--- src/rtl/cpu_bus_pkg.sv ---
// cpu_bus_pkg: shared CPU bus widths, write-entry struct, phi2 filter states and window decode
package cpu_bus_pkg;
  localparam int CPU_ADDR_W = 16;
  localparam int CPU_DATA_W = 8;
  typedef struct packed {
    logic [CPU_ADDR_W-1:0] addr;
    logic [CPU_DATA_W-1:0] data;
  } cpu_wr_t;
  typedef enum logic {PHI2_LOW, PHI2_HIGH} phi2_state_e;
  function automatic logic addr_hit(input logic [CPU_ADDR_W-1:0] a, base, mask);
    return (a & mask) == (base & mask);
  endfunction
endpackage

--- src/rtl/cpu_write_capture_sync_fifo.sv ---
// sync_fifo: single-clock first-word-fall-through FIFO
//   clk_i/rst_i  clock, synchronous active-high reset
//   push_i/din_i write side; accepted when not full, or when full with a pop in the same cycle
//   pop_i        consume head; ignored when empty
//   dout_o       head entry, zero while empty
//   full_o/empty_o/count_o occupancy
module sync_fifo #(
  parameter int WIDTH = 24,
  parameter int DEPTH = 8,
  localparam int AW = $clog2(DEPTH)
) (
  input  logic             clk_i,
  input  logic             rst_i,
  input  logic             push_i,
  input  logic [WIDTH-1:0] din_i,
  input  logic             pop_i,
  output logic [WIDTH-1:0] dout_o,
  output logic             full_o,
  output logic             empty_o,
  output logic [AW:0]      count_o
);
  logic [WIDTH-1:0] mem_q [DEPTH];
  logic [AW-1:0] wr_q, rd_q;
  logic [AW:0] cnt_q;
  logic do_push, do_pop;
  always_comb begin
    empty_o = cnt_q == '0;
    full_o = cnt_q == (AW+1)'(DEPTH);
    do_pop = pop_i && !empty_o;
    do_push = push_i && (!full_o || do_pop);
    dout_o = empty_o ? '0 : mem_q[rd_q];
    count_o = cnt_q;
  end
  always_ff @(posedge clk_i) begin
    if (rst_i) begin
      wr_q <= '0;
      rd_q <= '0;
      cnt_q <= '0;
    end else begin
      if (do_push) wr_q <= wr_q + AW'(1);
      if (do_pop) rd_q <= rd_q + AW'(1);
      cnt_q <= cnt_q + (AW+1)'(do_push) - (AW+1)'(do_pop);
    end
  end
  always_ff @(posedge clk_i) begin
    if (do_push) mem_q[wr_q] <= din_i;
  end
endmodule

--- src/rtl/cpu_write_capture.sv ---
// cpu_write_capture: glitch-filter phi2 and queue CPU writes that hit an address window
//   clk_96mhz/reset        clock, synchronous active-high reset
//   i_cpu_addr/data/phi2/rw synchronised CPU bus (rw 0 = write)
//   o_wr_valid/i_wr_ready  FWFT pop handshake; o_wr_addr/o_wr_data show the head
//   o_fifo_count           occupancy
//   o_overflow/i_overflow_clr sticky drop flag and its clear (set wins)
module cpu_write_capture
  import cpu_bus_pkg::*;
#(
  parameter logic [CPU_ADDR_W-1:0] BASE_ADDR = 16'hFE00,
  parameter logic [CPU_ADDR_W-1:0] ADDR_MASK = 16'hFF00,
  parameter int FIFO_DEPTH = 8,
  parameter int PHI2_FILTER = 3
) (
  input  logic                          clk_96mhz,
  input  logic                          reset,
  input  logic [CPU_ADDR_W-1:0]         i_cpu_addr,
  input  logic [CPU_DATA_W-1:0]         i_cpu_data,
  input  logic                          i_cpu_phi2,
  input  logic                          i_cpu_rw,
  output logic                          o_wr_valid,
  input  logic                          i_wr_ready,
  output logic [CPU_ADDR_W-1:0]         o_wr_addr,
  output logic [CPU_DATA_W-1:0]         o_wr_data,
  output logic [$clog2(FIFO_DEPTH):0]   o_fifo_count,
  output logic                          o_overflow,
  input  logic                          i_overflow_clr
);
  phi2_state_e state_q, state_d;
  logic [3:0] cnt_q, cnt_d, cnt_inc;
  logic [CPU_ADDR_W-1:0] addr_q;
  logic [CPU_DATA_W-1:0] data_q;
  logic rw_q, disagree, trip, fall, push_q, push_d, ovf_q, ovf_d, pop, full, empty;
  cpu_wr_t entry_q, head;
  // the counter only runs while raw phi2 disagrees with the filtered level
  always_comb begin
    disagree = (state_q == PHI2_LOW) ? i_cpu_phi2 : !i_cpu_phi2;
    cnt_inc = cnt_q + 4'd1;
    trip = disagree && cnt_inc == 4'(PHI2_FILTER);
    cnt_d = (disagree && !trip) ? cnt_inc : 4'd0;
    state_d = !trip ? state_q : (state_q == PHI2_LOW) ? PHI2_HIGH : PHI2_LOW;
  end
  always_ff @(posedge clk_96mhz) begin
    if (reset) begin
      state_q <= PHI2_LOW;
      cnt_q <= '0;
    end else begin
      state_q <= state_d;
      cnt_q <= cnt_d;
    end
  end
  // the commit is registered so the FIFO write lands one edge after the filter falls
  always_comb begin
    fall = trip && state_q == PHI2_HIGH;
    push_d = fall && !rw_q && addr_hit(addr_q, BASE_ADDR, ADDR_MASK);
    pop = o_wr_valid && i_wr_ready;
    ovf_d = (push_q && full && !pop) ? 1'b1 : i_overflow_clr ? 1'b0 : ovf_q;
  end
  always_ff @(posedge clk_96mhz) begin
    if (reset) begin
      addr_q <= '0;
      data_q <= '0;
      rw_q <= 1'b0;
      push_q <= 1'b0;
      entry_q <= '0;
      ovf_q <= 1'b0;
    end else begin
      if (i_cpu_phi2) begin
        addr_q <= i_cpu_addr;
        data_q <= i_cpu_data;
        rw_q <= i_cpu_rw;
      end
      if (fall) entry_q <= '{addr: addr_q, data: data_q};
      push_q <= push_d;
      ovf_q <= ovf_d;
    end
  end
  sync_fifo #(.WIDTH($bits(cpu_wr_t)), .DEPTH(FIFO_DEPTH)) u_fifo (
    .clk_i(clk_96mhz),
    .rst_i(reset),
    .push_i(push_q),
    .din_i(entry_q),
    .pop_i(pop),
    .dout_o(head),
    .full_o(full),
    .empty_o(empty),
    .count_o(o_fifo_count)
  );
  assign o_wr_valid = !empty;
  assign o_wr_addr = head.addr;
  assign o_wr_data = head.data;
  assign o_overflow = ovf_q;
endmodule

--- config.mk ---
export PLATFORM = sky130hd
export DESIGN_NAME = cpu_write_capture
export DESIGN_NICKNAME = d
export VERILOG_FILES = /design/src/rtl/cpu_bus_pkg.sv /design/src/rtl/cpu_write_capture_sync_fifo.sv /design/src/rtl/cpu_write_capture.sv
export SDC_FILE = /design/constraint.sdc
export NUM_CORES = 1
export LEC_CHECK = 0
export CORE_MARGIN = 4
export CORE_UTILIZATION = 64
export DETAILED_ROUTE_END_ITERATION = 10
export GPL_TIMING_DRIVEN = 0
export HOLD_SLACK_MARGIN = 0.05
export PLACE_DENSITY = 0.85
export SLEW_MARGIN = 10
export SYNTH_ARGS = -nofsm -noshare
export SYNTH_HDL_FRONTEND = slang
export SYNTH_HIERARCHICAL = 1
export SYNTH_SLANG_ARGS = --single-unit
--- constraint.sdc ---
create_clock -name clk_96mhz -period 11.48 [get_ports clk_96mhz]
set_input_delay 2.296 -clock clk_96mhz [delete_from_list [all_inputs] [get_ports clk_96mhz]]
set_output_delay 2.296 -clock clk_96mhz [all_outputs]
set_load 0.05 [all_outputs]
==> results.yml, run 1 <==
run_status:
  run_status: "completed"
routing:
  top_layer_used: "met4"
  ant_nets: 0
  routed_wl_mm: 21.7
  wl_met2_mm: 11.1
  drt_drc_violations_left: 0
  initialDrtViolationCount: 576
  wl_met1_mm: 8.50
  vias: 5610
  routedWlPerCell_um: 23.8
  vias_per_cell: 6.13
  routed-wl-met3_mm: 1.59
  first_pass_iters: 4
cts:
  clock_path_buffers: 3
  clk-insertion-delay-late_ns: 0.52
  cts.sinks: 261
  cts_made_buffers: 25
  root_buffer: "clkbuf_16"
  postCtsSetupRepairBufs: 0
  path_clk_slew_ns: 0.06
  cts_resized: 0
  h-tree-depth: 1
  ctsHoldBuffers: 0
  cts_tree: "done"
power_and_ir_drop:
  internal-power_mw: 1.68
  total_leakage_power_nw: 4.43
  power_frac_comb_pct: 14.9
  power.density_nw_per_um2: 183
  peakVddDrop_uv: 141
  clkPwrFrac_pct: 38.8
  seqPwrFrac_pct: 46.4
  swShare_pct: 23.9
  p_sw_uw: 529
die:
  start_util_pct: 66.2
  die_x_um: 134
  std_cell_rows: 45
  ios: 60
  core_area_um2: 15400
  dieArea_um2: 18000
  die_h_um: 134
job:
  cap_violations: 0
timing:
  slew_violations: 0
  setup_tns_ns: 0
  min_period_ns: 5.65
  max_freq_mhz: 177
  rsz0062_at_grt: "no"
  setup_violations: 0
  slew-limit-headroom_pct: 35.6
  layout_setup_ws_ns: 5.83
  finalCritPeriodShare_pct: 49.2
  worst_pin_slew_ns: 0.960
  finClkSkew_ns: 0.0150
  finalHoldViolations: 0
synth:
  synthCells: 588
  synthFlopType: "edfxtp_1"
  synth_edf_count: 192
  ys_seq_elements: 261
  syn_area_um2: 10200
  synth.distinct_cells: 45
  ys_top_cells_by_area: "edfxtp_1 (56%), dfxtp_1 (14%), mux4_2 (11%)"
  ys_warn_count: 6
  yosysTopAreaCellShare_pct: 56.4
  ys_async_sr_fraction_pct: 0
  ys_seq_area_share_pct: 70.0
  synthesis.nets: 628
  synth.avg_cell_area_um2: 17.4
  synth_top_area_cell: "edfxtp_1"
worst_hold_path:
  hold_class: "flip-flop to flip-flop"
  worstHoldStart: "data_q[4]"
cells_and_area:
  fin_nets: 725
  drive_above_1_share_pct: 19.0
  stdcell_count: 915
  stdcell_area_um2: 12100
  fillers: 828
  synthToLayoutAreaGrowth_pct: 18.2
  diodes: 0
grt:
  grt_usage_pct: 24.7
  gr-total-overflow: 0
  antenna_found_initial: 0
  grt_max_degree: 25
  grt_pass1_wl_mm: 33.8
  grt_pass1_vias: 5865
placement:
  dp.final_hpwl_mm: 13.5
  pre_cts_ws_ns: 6.08
  gp_congestion: 0.777
  dpl_cell_area_um2: 11200
  numPlacedInstances: 869
  port_buffers: 58
critical_path:
  critPathCaptureType: "output pin"
  slowest_stage: "clkdlybuf4s50_1"
  crit_buf_inv: 4
  cp_max_fo: 10
  cpPeakStageDelay_ns: 0.82
  required_ns: 9.18
  timing.rr.start: "u_fifo/count_o[2]"
  crit_chain: "inv_1 -> ha_1 -> or3b_4 -> inv_2 -> nor2_1 -> buf_2 -> a22o_1 -> clkdlybuf4s50_1"
  critical_path.top_delay_family: "buffers and inverters"
  startpoint: "u_fifo/count_o[2]"
  worst_setup_path_start_kind: "flip-flop"
  critical_path_class: "flip-flop to output pin"
  worst_ep_arrival_time_ns: 3.35
==> logic make-up after synthesis <==
kind of cell,after synthesis,share of synthesized area (%)
flops,261,70.0
simple gates,128,6.88
mux,102,15.9
buf+inv,43,2.51
compound gates,40,3.09
fa+ha+maj,10,1.30
xor+xnor,4,0.343
==> area by class of cell <==
cell class / instances / area [um^2] / share of cell area [%]
Inverter: 12 / 45.0 / 0.373
Timing Repair Buffer: 70 / 677 / 5.61
Multi-Input combinational cell: 284 / 2860 / 23.7
Tap cell: 211 / 264 / 2.19
Clock buffer: 36 / 738 / 6.12
Sequential cell: 261 / 7150 / 59.2
Clock inverter: 10 / 126 / 1.05
Buffer: 31 / 211 / 1.75
==> stage by stage <==
stage	power, mW	hold WS (ns)	utilization, %
2_1_floorplan	1.29	0.449	-
3_3_place_gp	1.36	0.460	71.7
3_5_place_dp	1.37	0.468	72.6
4_1_cts	2.22	0.474	78.2
5_1_grt	2.29	0.509	78.2
6_report	2.21	0.476	78.2
==> power groups by stage <==
stage               logic, mW  clock network [mW]  registers (mW)
floorplan               0.232                   0            1.05
global placement        0.313                   0            1.04
detailed placement      0.326                   0            1.04
CTS                     0.332               0.862            1.02
global route            0.353               0.907            1.03
finish                  0.329               0.856            1.02
==> cells in the mapped netlist, drive strengths merged (3+ instances only) <==
library cell	n
mux4	48
mux2	3
a22o	24
nand2b	53
inv	12
nor3	5
o21ai	4
nor2b	7
buf	21
ha	9
dfxtp	69
clkbuf	10
xor2	3
nor2	40
edfxtp	192
a21oi	4
nand3	5
nand2	4
mux2i	51
==> worst paths after layout <==
path	to	slack [ns]	cells past startpoint
setup / recovery	o_wr_data[3]	5.83	8
hold / removal	entry_q[4]	0.48	2
setup reg to reg	u_fifo/mem_q[2][23]	7.88	10
hold reg to reg	entry_q[4]	0.48	2
==> registers in the layout, indices dropped and copies added, names as in the netlist, named ones only <==
name / cells
u_fifo/mem_q: 192
entry_q: 24
addr_q: 16
data_q: 8
cnt_q: 4
u_fifo/count_o: 4
u_fifo/rd_q: 3
u_fifo/wr_q: 3
o_overflow: 1
push_q: 1
rw_q: 1
state_q: 1
==> per-layer routing <==
metal	vias up	GRT usage (%)
met5	-	0
met4	0	6.67
met3	44	4.31
met2	256	42.3
met1	2861	33.1
li1	2449	-
==> worst reg2reg max path, cell delays in order, from the launching register on <==
cell and delay (ns):
dfxtp_1 0.33, inv_1 0.08, ha_1 0.22, or3b_4 0.26
inv_2 0.07, nor2b_1 0.29, nor2b_1 0.34, o21ai_0 0.32
nor3_2 0.83, buf_4 0.36, buf_6 0.20
==> layout by cell type (no fill, tap or decap), types with 2 or more instances in the layout <==
cell	count
edfxtp_1	192
dfxtp_1	69
clkdlybuf4s50_1	58
nand2b_1	53
mux2i_1	51
mux4_2	48
nor2_1	37
clkbuf_16	26
a22o_1	24
clkbuf_1	15
buf_2	13
inv_1	11
buf_6	9
ha_1	9
buf_4	8
nor2b_1	7
nand3_1	5
clkbuf_8	5
nand2_1	4
clkinv_2	4
o21ai_0	4
nor3_2	4
a21oi_1	4
xor2_1	3
bufinv_16	3
nor2_4	3
mux2_2	3
and3b_1	2
buf_12	2
clkinv_1	2
or3_1	2
o211ai_1	2
No activity file was read; power rests on OpenSTA's default activity.
==> inputs of run 2 (changes only) <==
- CORE_UTILIZATION: 64 -> 59
- PLACE_DENSITY: 0.85 -> 0.79
- clock period: 11.48 -> 5.55 ns (I/O delays scaled with it)
==> run 2 against run 1 <==
  * Die area increased by 8.0%
  * Highest routed layer unchanged
  * Sequential power increased by 110%
  * Largest cell class unchanged
  * Combinational power increased by 69%
  * Clock power increased by 110%
  * Setup slack got worse by 4.7 ns
  * Non-clock buffer count up 3
  * Register-to-register slack worse by 5.5 ns
  * Final cell count grew 1.2%
  * Critical endpoint is now o_wr_addr[9]
  * Via count down 1.1%
==> results.yml, run 2 (same netlist as run 1, synthesis figures left out) <==
die:
  start_util_pct: 60.9
  core_area_um2: 16800
  std_cell_rows: 47
  ios: 60
  die_h_um: 140
  dieArea_um2: 19500
  die_x_um: 140
placement:
  numPlacedInstances: 881
  dp.final_hpwl_mm: 13.4
  dpl_cell_area_um2: 11200
  gp_congestion: 0.768
  port_buffers: 58
timing:
  worst_pin_slew_ns: 0.888
  finClkSkew_ns: 0.00770
  setup_violations: 0
  finalCritPeriodShare_pct: 79.2
  slew_violations: 0
  slew-limit-headroom_pct: 40.6
  min_period_ns: 4.39
  rsz0062_at_grt: "no"
  setup_tns_ns: 0
  max_freq_mhz: 228
  finalHoldViolations: 0
critical_path:
  r2r_slack_ns: 2.36
  timing.rr.start: "u_fifo/count_o[2]"
  regToRegEndpoint: "u_fifo/mem_q[4][13]"
  cp_max_fo: 10
  critPathCaptureType: "output pin"
  worst_setup_path_start_kind: "flip-flop"
  required_ns: 4.44
  critical_path_class: "flip-flop to output pin"
  r2r_cells: 9
  worst_ep_arrival_time_ns: 3.28
cells_and_area:
  final_util_pct: 72.4
  diodes: 0
  multi_input_area_um2: 2860
  largest_reg_flops: 192
  drive_above_1_share_pct: 19.3
  stdcell_count: 926
  fillers: 986
  synthToLayoutAreaGrowth_pct: 18.8
  final_common_cell: "edfxtp_1"
  regMostFlops: "u_fifo/mem_q"
  seq_area_um2: 7150
  largestRegisters: "u_fifo/mem_q: 192 flops, entry_q: 24 flops, addr_q: 16 flops"
  fin_nets: 728
  layout_common_cells: "edfxtp_1 (192), dfxtp_1 (69), clkdlybuf4s50_1 (58), nand2b_1 (53), mux2i_1 (51)"
  stdcell_area_um2: 12100
routing:
  ant_nets: 0
  routedWlPerCell_um: 22.6
  routed_wl_mm: 20.9
  vias_per_cell: 5.99
  drt_drc_violations_left: 0
  vias: 5547
  first_pass_iters: 5
  initialDrtViolationCount: 560
worst_hold_path:
  worstHoldStart: "addr_q[6]"
  hold_class: "flip-flop to flip-flop"
  hold_depth: 2
  hold_end: "entry_q[14]"
cts:
  root_buffer: "clkbuf_16"
  cts_resized: 0
  postCtsSetupRepairBufs: 0
  cts_made_buffers: 25
  h-tree-depth: 1
  clk-insertion-delay-late_ns: 0.50
  clock_path_buffers: 3
  cts.sinks: 261
  cts_tree: "done"
  path_clk_slew_ns: 0.06
  ctsHoldBuffers: 0
grt:
  gr-total-overflow: 0
  grt_pass1_vias: 5816
  grt_usage_pct: 21.8
  antenna_found_initial: 0
  grt_pass1_wl_mm: 33.1
  grt_max_degree: 25
power_and_ir_drop:
  peakVddDrop_uv: 307
  total_leakage_power_nw: 4.58
  power.density_nw_per_um2: 371
  finalPower_mw: 4.51
run_status:
  run_status: "completed"
job:
  cap_violations: 0
==> run 2: final cells by class <==
type,count,share of cell area [%]
sequential,261,58.9
multi-input combinational,284,23.6
timing repair buffer,73,5.81
clock buffer,29,5.28
tap,220,2.27
clock inverter,16,2.09
buffer,31,1.74
inverter,12,0.371
==> run 2: how the worst max path moves through the flow <==
stage,startpoint,endpoint,slack (ns)
global route,u_fifo/count_o[2],o_wr_data[7],1.02
global placement,i_wr_ready,u_fifo/mem_q[0][14],-1.60
finish,u_fifo/count_o[2],o_wr_addr[9],1.16
CTS,u_fifo/count_o[2],o_wr_data[3],1.12
floorplan,u_fifo/count_o[2],u_fifo/mem_q[0][0],0.81
detailed placement,u_fifo/count_o[2],o_wr_data[3],1.67
==> run 2: worst max-delay path: stages (launching register included) <==
cell	delay [ns]
dfxtp_1	0.32
inv_1	0.07
ha_1	0.22
or3b_4	0.26
inv_2	0.07
nor2_1	0.43
buf_2	0.38
a22o_1	0.21
clkdlybuf4s50_1	0.81
==> run 2: where the power goes <==
group | internal [mW] | switching (mW)
clock network | 1.15 | 0.685
logic | 0.224 | 0.330
registers | 2.09 | 0.0240
total | 3.47 | 1.04
==> run 2: per-stage QoR <==
stage / setup WS [ns] / hold slack, ns
final: 1.16 / 0.486
after detailed placement: 1.67 / 0.476
after floorplan: 0.806 / 0.449
after global routing: 1.02 / 0.515
after global placement: -1.60 / 0.457
after CTS: 1.12 / 0.483
==> run 2: metal layers <==
layer | share of wire, % | global-route usage, % | vias up
met5 | 0 | 0 | -
met1 | 40 | 29.4 | 2830
li1 | - | - | 2456
met2 | 51 | 37.2 | 226
met3 | 6.8 | 4.08 | 35
met4 | 1.9 | 5.51 | 0
